File: src/rtl/fetch_queue_if.sv
// Fetch/decode handshake bundle for fetch_queue: memory read port, redirect and decode side.
// The slave modport is the fetch stage; the master modport is its environment.
interface fetch_queue_if #(
  parameter int unsigned DEPTH = 4
);
  localparam int unsigned CW = $clog2(DEPTH) + 1;

  logic          fetch_en;
  logic [31:0]   fetch_addr;
  logic [31:0]   mem_instr;
  logic          redirect;
  logic [31:0]   redirect_addr;
  logic          dec_valid;
  logic          dec_ready;
  logic [31:0]   dec_pc;
  logic [31:0]   dec_instr;
  logic [CW-1:0] q_count;

  modport slave (
    input  fetch_en, mem_instr, redirect, redirect_addr, dec_ready,
    output fetch_addr, dec_valid, dec_pc, dec_instr, q_count
  );

  modport master (
    output fetch_en, mem_instr, redirect, redirect_addr, dec_ready,
    input  fetch_addr, dec_valid, dec_pc, dec_instr, q_count
  );
endinterface

File: src/rtl/fetch_queue.sv
// Instruction fetch stage: owns the PC, queues {pc, instr} pairs, hands the head to decode.
// Optional FETCH_QUEUE_BYPASS_EN forwards the fetched pair straight to decode when empty.
module fetch_queue #(
  parameter int unsigned DEPTH    = 4,
  parameter logic [31:0] RESET_PC = 32'h0000_0000
) (
  input logic          clk,
  input logic          reset,
  fetch_queue_if.slave bus
);
  localparam int unsigned AW = $clog2(DEPTH);
  localparam int unsigned CW = AW + 1;

  logic [31:0]   pc_q, pc_d;
  logic [AW-1:0] rd_q, wr_q;
  logic [CW-1:0] count_q, count_d;
  logic [31:0]   pc_mem    [DEPTH];
  logic [31:0]   instr_mem [DEPTH];

  logic empty, full, bypass, pop, push, wr_fifo, rd_fifo;

  assign empty = (count_q == '0);
  assign full  = (count_q == CW'(DEPTH));

`ifdef FETCH_QUEUE_BYPASS_EN
  assign bypass = empty & bus.fetch_en & ~bus.redirect;
`else
  assign bypass = 1'b0;
`endif

  assign bus.dec_valid = (~empty | bypass) & ~bus.redirect;
  assign pop           = bus.dec_valid & bus.dec_ready;
  assign push          = bus.fetch_en & ~bus.redirect & (~full | pop);
  // A bypassed pair consumed by decode never touches the FIFO.
  assign wr_fifo       = push & ~(bypass & bus.dec_ready);
  assign rd_fifo       = pop & ~empty;

  always_comb begin
    pc_d = pc_q;
    if (bus.redirect) begin
      pc_d = bus.redirect_addr & 32'hFFFF_FFFC;
    end else if (push) begin
      pc_d = pc_q + 32'd4;
    end
  end

  always_comb begin
    count_d = count_q;
    unique case ({wr_fifo, rd_fifo})
      2'b10:   count_d = count_q + CW'(1);
      2'b01:   count_d = count_q - CW'(1);
      default: count_d = count_q;
    endcase
  end

  always_ff @(posedge clk or posedge reset) begin
    if (reset) begin
      pc_q    <= RESET_PC;
      count_q <= '0;
      rd_q    <= '0;
      wr_q    <= '0;
    end else if (bus.redirect) begin
      pc_q    <= pc_d;
      count_q <= '0;
      rd_q    <= '0;
      wr_q    <= '0;
    end else begin
      pc_q    <= pc_d;
      count_q <= count_d;
      if (rd_fifo) rd_q <= rd_q + AW'(1);
      if (wr_fifo) wr_q <= wr_q + AW'(1);
    end
  end

  // Storage needs no reset: outputs are gated by count.
  always_ff @(posedge clk) begin
    if (wr_fifo) begin
      pc_mem[wr_q]    <= pc_q;
      instr_mem[wr_q] <= bus.mem_instr;
    end
  end

  always_comb begin
    bus.dec_pc    = 32'h0;
    bus.dec_instr = 32'h0;
    if (!empty) begin
      bus.dec_pc    = pc_mem[rd_q];
      bus.dec_instr = instr_mem[rd_q];
    end else if (bypass) begin
      bus.dec_pc    = pc_q;
      bus.dec_instr = bus.mem_instr;
    end
  end

  assign bus.fetch_addr = pc_q;
  assign bus.q_count    = count_q;
endmodule

File: src/flat_wrapper.sv
// flat-port wrapper written by rule: the top's interface ports become plain ports
module fetch_queue_flat 
#(
  parameter int unsigned DEPTH    = 4,
  parameter logic [31:0] RESET_PC = 32'h0000_0000
)
  (clk, reset, bus_fetch_en, bus_mem_instr, bus_redirect, bus_redirect_addr, bus_dec_ready, bus_fetch_addr, bus_dec_valid, bus_dec_pc, bus_dec_instr, bus_q_count);
  fetch_queue_if #(.DEPTH(DEPTH)) bus_i ();
  input logic clk;
  input logic reset;
  input wire logic [$bits(bus_i.fetch_en)-1:0] bus_fetch_en;
  input wire logic [$bits(bus_i.mem_instr)-1:0] bus_mem_instr;
  input wire logic [$bits(bus_i.redirect)-1:0] bus_redirect;
  input wire logic [$bits(bus_i.redirect_addr)-1:0] bus_redirect_addr;
  input wire logic [$bits(bus_i.dec_ready)-1:0] bus_dec_ready;
  output wire logic [$bits(bus_i.fetch_addr)-1:0] bus_fetch_addr;
  output wire logic [$bits(bus_i.dec_valid)-1:0] bus_dec_valid;
  output wire logic [$bits(bus_i.dec_pc)-1:0] bus_dec_pc;
  output wire logic [$bits(bus_i.dec_instr)-1:0] bus_dec_instr;
  output wire logic [$bits(bus_i.q_count)-1:0] bus_q_count;
  assign bus_i.fetch_en = bus_fetch_en;
  assign bus_i.mem_instr = bus_mem_instr;
  assign bus_i.redirect = bus_redirect;
  assign bus_i.redirect_addr = bus_redirect_addr;
  assign bus_i.dec_ready = bus_dec_ready;
  assign bus_fetch_addr = bus_i.fetch_addr;
  assign bus_dec_valid = bus_i.dec_valid;
  assign bus_dec_pc = bus_i.dec_pc;
  assign bus_dec_instr = bus_i.dec_instr;
  assign bus_q_count = bus_i.q_count;
  fetch_queue #(.DEPTH(DEPTH), .RESET_PC(RESET_PC)) u_core (.clk(clk), .reset(reset), .bus(bus_i));
endmodule
File: config.mk
export PLATFORM = sky130hd
export DESIGN_NAME = fetch_queue_flat
export DESIGN_NICKNAME = d
export VERILOG_FILES = /design/src/rtl/fetch_queue_if.sv /design/src/rtl/fetch_queue.sv /design/src/flat_wrapper.sv
export SDC_FILE = /design/constraint.sdc
export NUM_CORES = 1
export LEC_CHECK = 0
export BUFFER_PORTS_ARGS = -buffer_cell sky130_fd_sc_hd__buf_4
export CORE_ASPECT_RATIO = 1.4
export CORE_MARGIN = 2
export CORE_UTILIZATION = 40
export CTS_CLUSTER_SIZE = 25
export DETAILED_ROUTE_END_ITERATION = 8
export HOLD_SLACK_MARGIN = 0.15
export PLACE_DENSITY_LB_ADDON = 0.3
export SLEW_MARGIN = 20
export SYNTH_ARGS = -nofsm -noshare
export SYNTH_HDL_FRONTEND = slang
export SYNTH_SLANG_ARGS = --single-unit
File: constraint.sdc
create_clock -name clk -period 6.44 [get_ports clk]
set_input_delay 1.288 -clock clk [delete_from_list [all_inputs] [get_ports clk]]
set_output_delay 1.288 -clock clk [all_outputs]
set_load 0.005 [all_outputs]
; Word-level counts from Yosys, hierarchy flattened
; Memories as Yosys holds them, arrays and structs flattened.
; Index checks and enable logic that the tools add are counted.
[word_totals]
output_inout_bits = 100
wordCells = 39
ram_bits = 256
regBits = 39
mem_count = 2
in_bits = 69
[mem_list]
columns = name, words, width, rd, rd_ports_with_merged_regs, write_ports, line_no
row1 = u_core.instr_mem, 4, 32, 1, 0, 1, fetch_queue.sv:18  ; logic [31:0] instr_mem [DEPTH];
row2 = u_core.pc_mem, 4, 32, 1, 0, 1, fetch_queue.sv:17  ; logic [31:0] pc_mem [DEPTH];
[op_classes]
n_reduce_logical = 4
muxes = 12
add_sub_neg = 5
n_bitwise = 9
n_eq_ne = 3
[ops]
columns = operator, count
row1 = $mux 32, 4
row2 = $add 32x3->32 const B, 1
row3 = $mux 2, 4
row4 = $pmux 3 s2, 1
row5 = $and 1x1->1, 5
row6 = $add 2x1->2 const B, 2
row7 = $reduce_bool 2->1, 2
row8 = $add 3x1->3 const B, 1
row9 = $eq 3x3->1 const B, 1
row10 = $logic_not 3->1, 1
row11 = $mux 3, 1
row12 = $not 1->1, 3
row13 = $reduce_bool 3->1, 1
row14 = $sub 3x1->3 const B, 1
row15 = $eq 2x1->1 const B, 1
row16 = $eq 2x2->1 const B, 1
row17 = $mux 1, 2
row18 = $or 1x1->1, 1

; Logic depth before layout (Yosys ltp)
; Gate-level depths: netlist (run 1).
[depth]
ltp_word = 9
depth_mapped = 10
depth_no_buf = 8

; Least setup slack after synthesis (run 1)
; No wires, ideal clock.
[synth_timing]
path_kind = input-to-reg
start = input port bus_dec_ready
end = memory u_core.instr_mem[0][0], enable pin
n_path_buf = 2
arrival_time_ns = 3.244
setup_slack_ns = 2.770
setup_ns = 0.427
path_stages = 4
t_required_ns = 6.013
path_cell_list = buf_2 or4b_2 buf_2 and3_1
[synth_between]
elab_chain_cells = 5
[synth_rtl]
columns = item, line_no
row1 = from (decl), flat_wrapper.sv:15  ; input wire logic [$bits(bus_i.dec_ready)-1:0] bus_dec_ready;
row2 = $and 1x1->1, fetch_queue.sv:32  ; assign pop = bus.dec_valid & bus.dec_ready;
row3 = $or 1x1->1, fetch_queue.sv:33  ; assign push = bus.fetch_en & ~bus.redirect & (~full | pop);
row4 = $and 1x1->1, fetch_queue.sv:33
row5 = $mux 1, fetch_queue.sv:77  ; if (wr_fifo) begin
row6 = $mux 1 (implied by the code), fetch_queue.sv:79  ; instr_mem[wr_q] <= bus.mem_instr;
row7 = to (decl), fetch_queue.sv:18
; No other way between the ends.

; Worst setup path in the final report (run 1)
[layout_timing]
start = register u_core.rd_q[0]
end = output port bus_dec_pc[4]
[layout_between]
elab_chain_cells = 2
[layout_rtl]
columns = item, line_no
row1 = from (decl), fetch_queue.sv:15  ; logic [AW-1:0] rd_q, wr_q;
row2 = from (signal assigned), fetch_queue.sv:70  ; if (rd_fifo) rd_q <= rd_q + AW'(1);
row3 = $mem_v2 4x32, -
row4 = $mux 32, fetch_queue.sv:86  ; if (!empty) begin
row5 = to (decl), flat_wrapper.sv:18  ; output wire logic [$bits(bus_i.dec_pc)-1:0] bus_dec_pc;
; No other way between the ends.

==> results.yml, run 1 <==
timing:
  rsz0062_at_grt: "no"
  fmax_mhz: 233
  finalSetupViolCount: 0
  tns_ns: 0
  whs_ns: 0.581
  min_period_over_period_pct: 66.5
  drv_slew: 0
  min_period_ns: 4.28
  setup_slack_ns: 2.16
  maxSlewHeadroom_pct: 31.1
  worst_clock_skew_ns: 0.00927
  timing.final.hold_violations: 0
  tightestPinTransition_ns: 1.03
grt:
  grt_overflow: 0
  grt_pass1_vias: 6739
  grt_pass1_wl_um: 38900
  grt_max_degree: 64
  grt_use_total_pct: 16.6
  grt_antenna_before_repair: 0
drt:
  drtAntennaViolNets: 0
  via_per_inst: 5.26
  first_iter_violations: 480
  dr.pass1.iters: 4
  avgRoutedWirePerCell_um: 20.5
  route.detailed.drc: 0
  drt_wl_total_um: 25300
  dr_total_vias: 6480
logic_synthesis:
  ys_async_sr_fraction_pct: 13.0
  ys_types: 52
  ys_ff_latch: 285
  synth.cell_area_mm2: 0.0117
  synth_area_leaders: "edfxtp_1, mux4_2, dfrtp_1"
  yosysWarnings: 0
  ys_seq_area_share_pct: 71.4
  postSynthCellCount: 677
  yosysTopAreaCell: "edfxtp_1"
  synth_edf_count: 248
  synth-main-ff-cell: "edfxtp_1"
  synth_top_area_share_pct: 63.5
  synth_area_per_cell_um2: 17.3
critical_path:
  cp-startpoint: "u_core.rd_q[0]$_DFFE_PP0P_"
  cp.arrival_ns: 2.99
  end_kind: "output port"
  slowest_delay_ns: 1.08
  r2r_cells: 7
  cp_data_required_time_ns: 5.15
  cp_common_cell: "buf_4"
  path_class: "flop to output port"
  timing.rr.end: "u_core.bus.q_count[2]$_DFFE_PP0P_"
  r2r_setup_slack_ns: 3.88
  cp_max_fo: 46
  critPathSlowestCell: "dfrtp_4"
  crit_path_end: "bus_dec_pc[4]"
  worstPathCellList: "buf_4, mux4_2, and2_1, buf_4"
  reg2reg_from: "u_core.bus.q_count[1]$_DFFE_PP0P_"
  critPathLaunchType: "flop"
finish:
  diodes: 0
  final_util_pct: 48.9
  drive_gt1_share_pct: 34.0
  syn2layout_area_growth_pct: 21.0
  nets: 907
  most-common-layout-cells: "edfxtp_1, buf_4, and2_1, mux4_2, nand2_1"
  fill_cells: 2507
  final_common_cell: "edfxtp_1"
pwr:
  vdd_drop_max_mv: 0.155
  p_leak_nw: 4.94
  p_total_w: 0.00442
  power_density_mw_per_mm2: 311
cts:
  cts.htree.levels: 1
  ctsHoldBuffers: 0
  cts_root_buf: "clkbuf_16"
  post_cts_buffers: 0
  max-clock-path-buffers: 3
  cts_tree: "yes"
  numCtsBuffers: 27
  ctsResizeCount: 0
  clkLatencyLatePin_ns: 0.53
  numClockSinks: 285
  clkSlewWorstSetupHoldPaths_ns: 0.06
floorplanning:
  num_io_pins: 169
  fp.dieH_um: 207
  start_util_pct: 40.4
  core_area_mm2: 0.0291
  num_rows: 74
  dieArea_mm2: 0.0307
  dieWidth_um: 149
run_status:
  status: "completed"
place:
  io_buffer_count: 162
  gp_congestion: 0.767
  hpwl_um: 15000
  pre_cts_ws_ns: 2.60
worst_hold_path:
  min_path_type: "flop to flop"
job:
  maxCapViolations: 0
-- final cells by class --
type	instances	area, um2	share of cell area (%)
Sequential cell	285	8380	59.0
Clock inverter	15	171	1.21
Inverter	9	33.8	0.238
Timing Repair Buffer	166	1250	8.77
Clock buffer	34	742	5.22
Multi-Input combinational cell	343	3160	22.2
Tap cell	380	475	3.35
-- through the flow --
| step | std cells | instance area (um2) |
|---|---|---|
| finish | 1232 | 14200 |
| global route | 1232 | 14200 |
| CTS | 1232 | 14200 |
| detailed placement | 1183 | 13300 |
| global placement | 1183 | 13300 |
| floorplan | 680 | 11700 |
-- flip-flops by register name, indices dropped and copies added (netlist names) --
name,count
u_core.bus.fetch_addr,30
u_core.bus.q_count,3
u_core.instr_mem,128
u_core.pc_mem,120
u_core.rd_q,2
u_core.wr_q,2
-- report_power, final --
part           switching (W)  internal (W)
clock network       0.000673      0.000941
logic               0.000251      0.000341
registers           0.000117       0.00210
-- metal layers --
metal / vias to the layer above / share of wire, % / GRT usage, %
met4: 0 / 1.4 / 4.35
met1: 3290 / 41 / 21.4
li1: 2983 / - / -
met3: 24 / 5.1 / 2.48
met5: - / 0 / 0
met2: 183 / 52 / 29.5
-- worst max-delay path: cells and delay by family, from the launching register on --
kind,cells,cell delay [ns]
buf+inv,2,0.65
mux,1,0.54
flops,1,1.08
simple gates,1,0.19
-- synth_stat cells (all sizes together) (2+ instances only) --
cell / number
and2: 64
nand2: 36
o31ai: 9
xnor2: 7
xor2: 5
and3: 8
a31oi: 12
o31a: 2
or4: 17
inv: 8
nor3: 5
edfxtp: 248
nor2: 22
ha: 5
nor4: 3
nand4: 10
buf: 19
nand3b: 2
or3: 2
or4b: 2
mux4: 62
o211ai: 6
and4: 5
clkbuf: 24
o21ai: 14
nand3: 21
a21oi: 4
dfrtp: 37
nor3b: 2
-- cells by family (layout without fill, tap and decap cells) --
group                    Yosys count  after routing  synth area share (%)
AO/OA/AOI/OAI                     53             53                  3.00
XOR/XNOR                          12             12                 0.896
adder cells (fa/ha/maj)            6              6                 0.704
buffers and inverters             52            224                  2.04
flip-flops                       285            285                  71.4
multiplexers                      63             63                  12.0
other                              1              4                0.0320
AND/OR/NAND/NOR                  205            205                  10.0
-- how the worst min path moves through the flow --
stage / startpoint / slack (ns) / end / cells after the start
after global placement: u_core.wr_q[1]$_DFFE_PP0N_ / 0.57 / u_core.wr_q[1]$_DFFE_PP0N_ / 2
after global routing: u_core.wr_q[1]$_DFFE_PP0N_ / 0.63 / u_core.wr_q[1]$_DFFE_PP0N_ / 2
after CTS: u_core.wr_q[1]$_DFFE_PP0N_ / 0.58 / u_core.wr_q[1]$_DFFE_PP0N_ / 2
after detailed placement: u_core.wr_q[1]$_DFFE_PP0N_ / 0.57 / u_core.wr_q[1]$_DFFE_PP0N_ / 2
final: u_core.wr_q[1]$_DFFE_PP0N_ / 0.58 / u_core.wr_q[1]$_DFFE_PP0N_ / 2
after floorplan: u_core.bus.fetch_addr[13]$_DFFE_PP0N_ / 0.52 / u_core.pc_mem[0][13]$_DFFE_PP_ / 0
(Power assumes the default switching activity.)
==> run 2: changes to the inputs <==
clock period = 3.65 ns   (was 6.44 ns; I/O delays follow)
==> run 2 against run 1 <==
Compared with the run above:
- final cell count rose by 0.97%
- via count up 2.2%
- sequential cell count did not move
- sequential power grew 74%
- worst setup slack worse by 1.7 ns
- non-clock buffer count is 10 higher
- combinational power increased by 86%
- sequential share of layout area is 0.84 points lower
- global-route usage decreased by 0.25 points
- first-iteration DRC count up 10%
- clock-buffer cell count is 2 higher
- critical path depth is the same
- highest routed layer unchanged
==> results.yml, run 2 (synthesis gave the netlist of run 1 again) <==
grt:
  grt_pass1_wl_um: 38600
  grt_busiest_layer: "met2"
  grt_pass1_vias: 6728
  grt_use_total_pct: 16.3
  met2_usage_pct: 29.0
  met1_usage_pct: 21.6
  grt_overflow: 0
  grt_max_degree: 64
  use_met3_pct: 2.26
  grt_antenna_before_repair: 0
timing:
  min_period_ns: 3.21
  maxSlewHeadroom_pct: 39.3
  finalSetupViolCount: 0
  whs_ns: 0.359
  fmax_mhz: 312
  worst_clock_skew_ns: 0.0118
  rsz0062_at_grt: "no"
  timing.final.hold_violations: 0
  min_period_over_period_pct: 87.9
  tns_ns: 0
  tightestPinTransition_ns: 0.903
  drv_slew: 0
finish:
  most-common-layout-cells: "edfxtp_1, buf_4, and2_1, mux4_2, nand2_1"
  drive_gt1_share_pct: 34.3
  final_common_cell: "edfxtp_1"
  fill_cells: 2473
  nets: 918
  seqCellArea_mm2: 0.00838
  multi_input_area_mm2: 0.00316
  regMostFlops: "u_core.instr_mem"
  syn2layout_area_growth_pct: 22.8
  largest_reg_flops: 128
  diodes: 0
  fin_area_mm2: 0.0144
pwr:
  p_leak_nw: 5.03
  seqPwrFrac_pct: 48.9
  p_sw_w: 0.00182
  combPwrFrac_pct: 13.9
  power_report.internal_total_w: 0.00610
  vdd_drop_max_mv: 0.312
  clock_power_share_pct: 37.2
  swShare_pct: 23.0
  power_density_mw_per_mm2: 550
run_status:
  status: "completed"
drt:
  first_iter_violations: 530
  via_per_inst: 5.33
  dr_total_vias: 6625
  route.detailed.drc: 0
  avgRoutedWirePerCell_um: 20.2
  drtAntennaViolNets: 0
  dr.pass1.iters: 5
  drt_wl_total_um: 25100
critical_path:
  end_kind: "output port"
  r2r_setup_slack_ns: 1.19
  cp_data_required_time_ns: 2.92
  cp.arrival_ns: 2.48
  timing.rr.end: "u_core.bus.fetch_addr[18]$_DFFE_PP0N_"
  cp_max_fo: 25
  reg2reg_from: "u_core.bus.fetch_addr[2]$_DFFE_PP0N_"
  path_class: "flop to output port"
  r2r_cells: 5
  critPathLaunchType: "flop"
floorplanning:
  num_rows: 74
  num_io_pins: 169
  dieArea_mm2: 0.0307
  start_util_pct: 40.4
  dieWidth_um: 149
  fp.dieH_um: 207
  core_area_mm2: 0.0291
cts:
  cts_root_buf: "clkbuf_16"
  post_cts_buffers: 0
  numCtsBuffers: 28
  max-clock-path-buffers: 3
  cts_tree: "yes"
  clkSlewWorstSetupHoldPaths_ns: 0.06
  numClockSinks: 285
  ctsResizeCount: 0
  cts.htree.levels: 1
  clkLatencyLatePin_ns: 0.53
  ctsHoldBuffers: 0
worst_hold_path:
  min_path_type: "primary input to async pin"
place:
  place_area_mm2: 0.0135
  gp_congestion: 0.760
  io_buffer_count: 162
  hpwl_um: 15800
job:
  maxCapViolations: 0
==> run 2: cell count changes in the layout (fill, tap and decap cells not counted), sizes merged <==
cell | before | now
clkbuf | 34 | 36
bufinv | 3 | 4
clkinvlp | 4 | 3
buf | 166 | 176
==> run 2: per-stage QoR <==
step | setup WS [ns] | utilization [%] | total power, W | std cells
2_1_floorplan | 0.538 | - | 0.00449 | 680
3_3_place_gp | 0.924 | 46.3 | 0.00507 | 1193
3_5_place_dp | 0.920 | 46.3 | 0.00508 | 1193
4_1_cts | 0.347 | 49.6 | 0.00804 | 1244
5_1_grt | 0.274 | 49.6 | 0.00828 | 1244
6_report | 0.441 | 49.6 | 0.00793 | 1244
==> run 2: cell type report <==
cell class	instances	area share, %
clock buffers	36	5.36
clock inverters	15	1.28
inverters	9	0.234
multi-input cells	343	21.9
flip-flops and latches	285	58.2
well taps	380	3.30
repair buffers	176	9.78
==> run 2: power groups by stage <==
stage	clock network [W]	logic, W	registers, W
global placement	0	0.00113	0.00394
global route	0.00316	0.00121	0.00390
finish	0.00295	0.00110	0.00387
detailed placement	0	0.00114	0.00395
floorplan	0	0.000637	0.00385
CTS	0.00302	0.00114	0.00388
==> run 2: worst max path at each step <==
stage / startpoint / endpoint / cells after the start
finish: u_core.rd_q[0]$_DFFE_PP0P_ / bus_dec_instr[1] / 4
global route: u_core.rd_q[0]$_DFFE_PP0P_ / bus_dec_instr[14] / 4
CTS: u_core.rd_q[0]$_DFFE_PP0P_ / bus_dec_instr[1] / 4
detailed placement: u_core.rd_q[0]$_DFFE_PP0P_ / bus_dec_instr[1] / 4
global placement: u_core.rd_q[0]$_DFFE_PP0P_ / bus_dec_instr[1] / 4
floorplan: bus_dec_ready / u_core.instr_mem[0][0]$_DFFE_PP_ / 4
==> run 2: metal layers <==
layer	up-vias	share of wire (%)
li1	3019	-
met1	3357	42
met2	222	51
met3	27	5.7
met4	0	1.4
met5	-	0
==> run 2: critical path, cell delays in order (launching register included) <==
cell and delay [ns]:
dfrtp_4 0.79, buf_12 0.29, mux4_2 0.53, and2_1 0.18, buf_4 0.13
==> run 3: changes to the inputs <==
ABC_AREA = 1   (was not set)
==> run 3 against run 2 <==
Compared with the run above:
- synthesized cell count up 69%
- clock power down 2%
- via count up 29%
- clock skew up 0.0089 ns
- utilization down 0.37 points
- first-iteration DRC count down 20%
==> results.yml, run 3 <==
job:
  maxCapViolations: 0
timing:
  fmax_mhz: 299
  min_period_ns: 3.35
  rsz0062_at_grt: "no"
  tightestPinTransition_ns: 0.906
  finalSetupViolCount: 0
  maxSlewHeadroom_pct: 39.6
  drv_slew: 0
  worst_clock_skew_ns: 0.0208
  min_period_over_period_pct: 91.7
  timing.final.hold_violations: 0
critical_path:
  r2r_setup_slack_ns: 1.55
  critPathLaunchType: "flop"
  cp-startpoint: "u_core.rd_q[0]$_DFFE_PP0P_"
  cp_max_fo: 58
  reg2reg_from: "u_core.bus.q_count[0]$_DFFE_PP0P_"
  path_class: "flop to output port"
  r2r_cells: 8
  timing.rr.end: "u_core.bus.fetch_addr[31]$_DFFE_PP0N_"
  end_kind: "output port"
  cp_data_required_time_ns: 2.92
  cp.arrival_ns: 2.62
grt:
  grt_pass1_wl_um: 45300
  grt_antenna_before_repair: 0
  grt_pass1_vias: 8276
  grt_use_total_pct: 18.5
  grt_overflow: 0
  grt_max_degree: 92
drt:
  route.detailed.drc: 0
  dr_total_vias: 8537
  via_per_inst: 5.02
  drtAntennaViolNets: 0
  first_iter_violations: 426
  avgRoutedWirePerCell_um: 17.3
  drt_wl_total_um: 29400
  dr.pass1.iters: 4
place:
  io_buffer_count: 162
  place_area_mm2: 0.0138
  gp_congestion: 0.919
  hpwl_um: 18100
finish:
  nets: 1371
  most-common-layout-cells: "nor2_1, edfxtp_1, nand2_1, buf_4, o21ai_0"
  diodes: 0
  largest_reg_flops: 128
  syn2layout_area_growth_pct: 20.9
  fin_area_mm2: 0.0147
  regMostFlops: "u_core.instr_mem"
  drive_gt1_share_pct: 18.5
  fill_cells: 2702
  final_common_cell: "nor2_1"
cts:
  numClockSinks: 285
  ctsResizeCount: 0
  cts.htree.levels: 1
  clkLatencyLatePin_ns: 0.55
  cts_root_buf: "clkbuf_16"
  post_cts_buffers: 0
  cts_tree: "yes"
  ctsHoldBuffers: 0
  numCtsBuffers: 27
  clkSlewWorstSetupHoldPaths_ns: 0.07
  max-clock-path-buffers: 3
worst_hold_path:
  min_path_type: "primary input to async pin"
logic_synthesis:
  postSynthCellCount: 1144
  synth_top_area_share_pct: 61.1
  synth_area_leaders: "edfxtp_1, nor2_1, dfrtp_1"
  ys_seq_area_share_pct: 68.7
  yosysTopAreaCell: "edfxtp_1"
  synth_top_family_by_area: "simple AND/OR/NAND/NOR gates"
  synth_area_per_cell_um2: 10.6
  netlist_top_cells_count: "nor2_1, edfxtp_1, nand2_1"
  synth_edf_count: 248
  synth-main-ff-cell: "edfxtp_1"
  yosysMostFrequentCell: "nor2_1"
  ys_async_sr_fraction_pct: 13.0
  muxShareOfSynthArea_pct: 0
  yosysWarnings: 0
  synth-simple-area-share_pct: 17.3
  ys_ff_latch: 285
  synth.cell_area_mm2: 0.0122
  ys_types: 30
  synth_xor_area_share_pct: 1.15
  synthAdderAreaFrac_pct: 0.678
  synth_compound_area_share_pct: 8.48
floorplanning:
  num_rows: 75
  dieWidth_um: 151
  core_area_mm2: 0.0299
  start_util_pct: 40.7
  num_io_pins: 169
  fp.dieH_um: 210
  dieArea_mm2: 0.0319
pwr:
  vdd_drop_max_mv: 0.338
  power_density_mw_per_mm2: 521
  p_leak_nw: 5.64
  p_total_w: 0.00767
run_status:
  status: "completed"
==> run 3: area by class of cell <==
cell class / count / area [um2] / share of cell area (%)
flip-flops and latches: 285 / 8380 / 56.9
multi-input cells: 763 / 3410 / 23.1
repair buffers: 180 / 1390 / 9.43
clock buffers: 30 / 687 / 4.66
well taps: 385 / 482 / 3.27
clock inverters: 20 / 238 / 1.61
inverters: 39 / 148 / 1.00
==> run 3: worst max-delay path by stage <==
| stage | end | slack (ns) |
|---|---|---|
| 2_1_floorplan | u_core.instr_mem[0][0]$_DFFE_PP_ | -0.76 |
| 3_3_place_gp | bus_dec_instr[21] | 0.85 |
| 3_5_place_dp | bus_dec_pc[26] | 0.86 |
| 4_1_cts | bus_dec_pc[26] | 0.27 |
| 5_1_grt | bus_dec_instr[16] | 0.09 |
| 6_report | bus_dec_instr[18] | 0.30 |
==> run 3: cells by family after synthesis <==
group | Yosys count
fa+ha+maj | 6
other cells | 1
flops | 285
simple gates | 537
xor+xnor | 16
buf+inv | 99
compound gates | 200
==> run 3: critical path, stage by stage, from the launching register on <==
cell and delay (ns):
dfrtp_4 0.88, buf_4 0.53, nor2_1 0.10, nor2_1 0.09, o21ai_0 0.10, a21oi_1 0.20
buf_4 0.14
==> run 3: per-layer routing <==
| layer | share of wire (%) | vias up | track usage [%] |
|---|---|---|---|
| met3 | 4.1 | 46 | 2.06 |
| met4 | 2.5 | 0 | 6.19 |
| met2 | 52 | 215 | 32.9 |
| met1 | 42 | 4087 | 23.4 |
| met5 | 0 | - | 0 |
| li1 | - | 4189 | - |
==> run 3: per-stage QoR <==
step	TNS, ns	hold slack (ns)	utilization [%]	instances	setup WS (ns)
6_report	0	0.310	49.2	1702	0.301
5_1_grt	0	0.356	49.2	1702	0.0870
4_1_cts	0	0.301	49.2	1702	0.274
3_5_place_dp	0	0.602	46.1	1652	0.862
3_3_place_gp	0	0.578	46.1	1652	0.855
2_1_floorplan	-189.11	0.559	-	1147	-0.763
==> run 3: report_power, final <==
part	leakage [nW]	internal (W)	switching, W	total [W]
Sequential	2.71	0.00372	0.000174	0.00389
Clock	0.446	0.00172	0.00118	0.00290
Combinational	2.49	0.000367	0.000513	0.000880
Total	5.64	0.00580	0.00187	0.00767
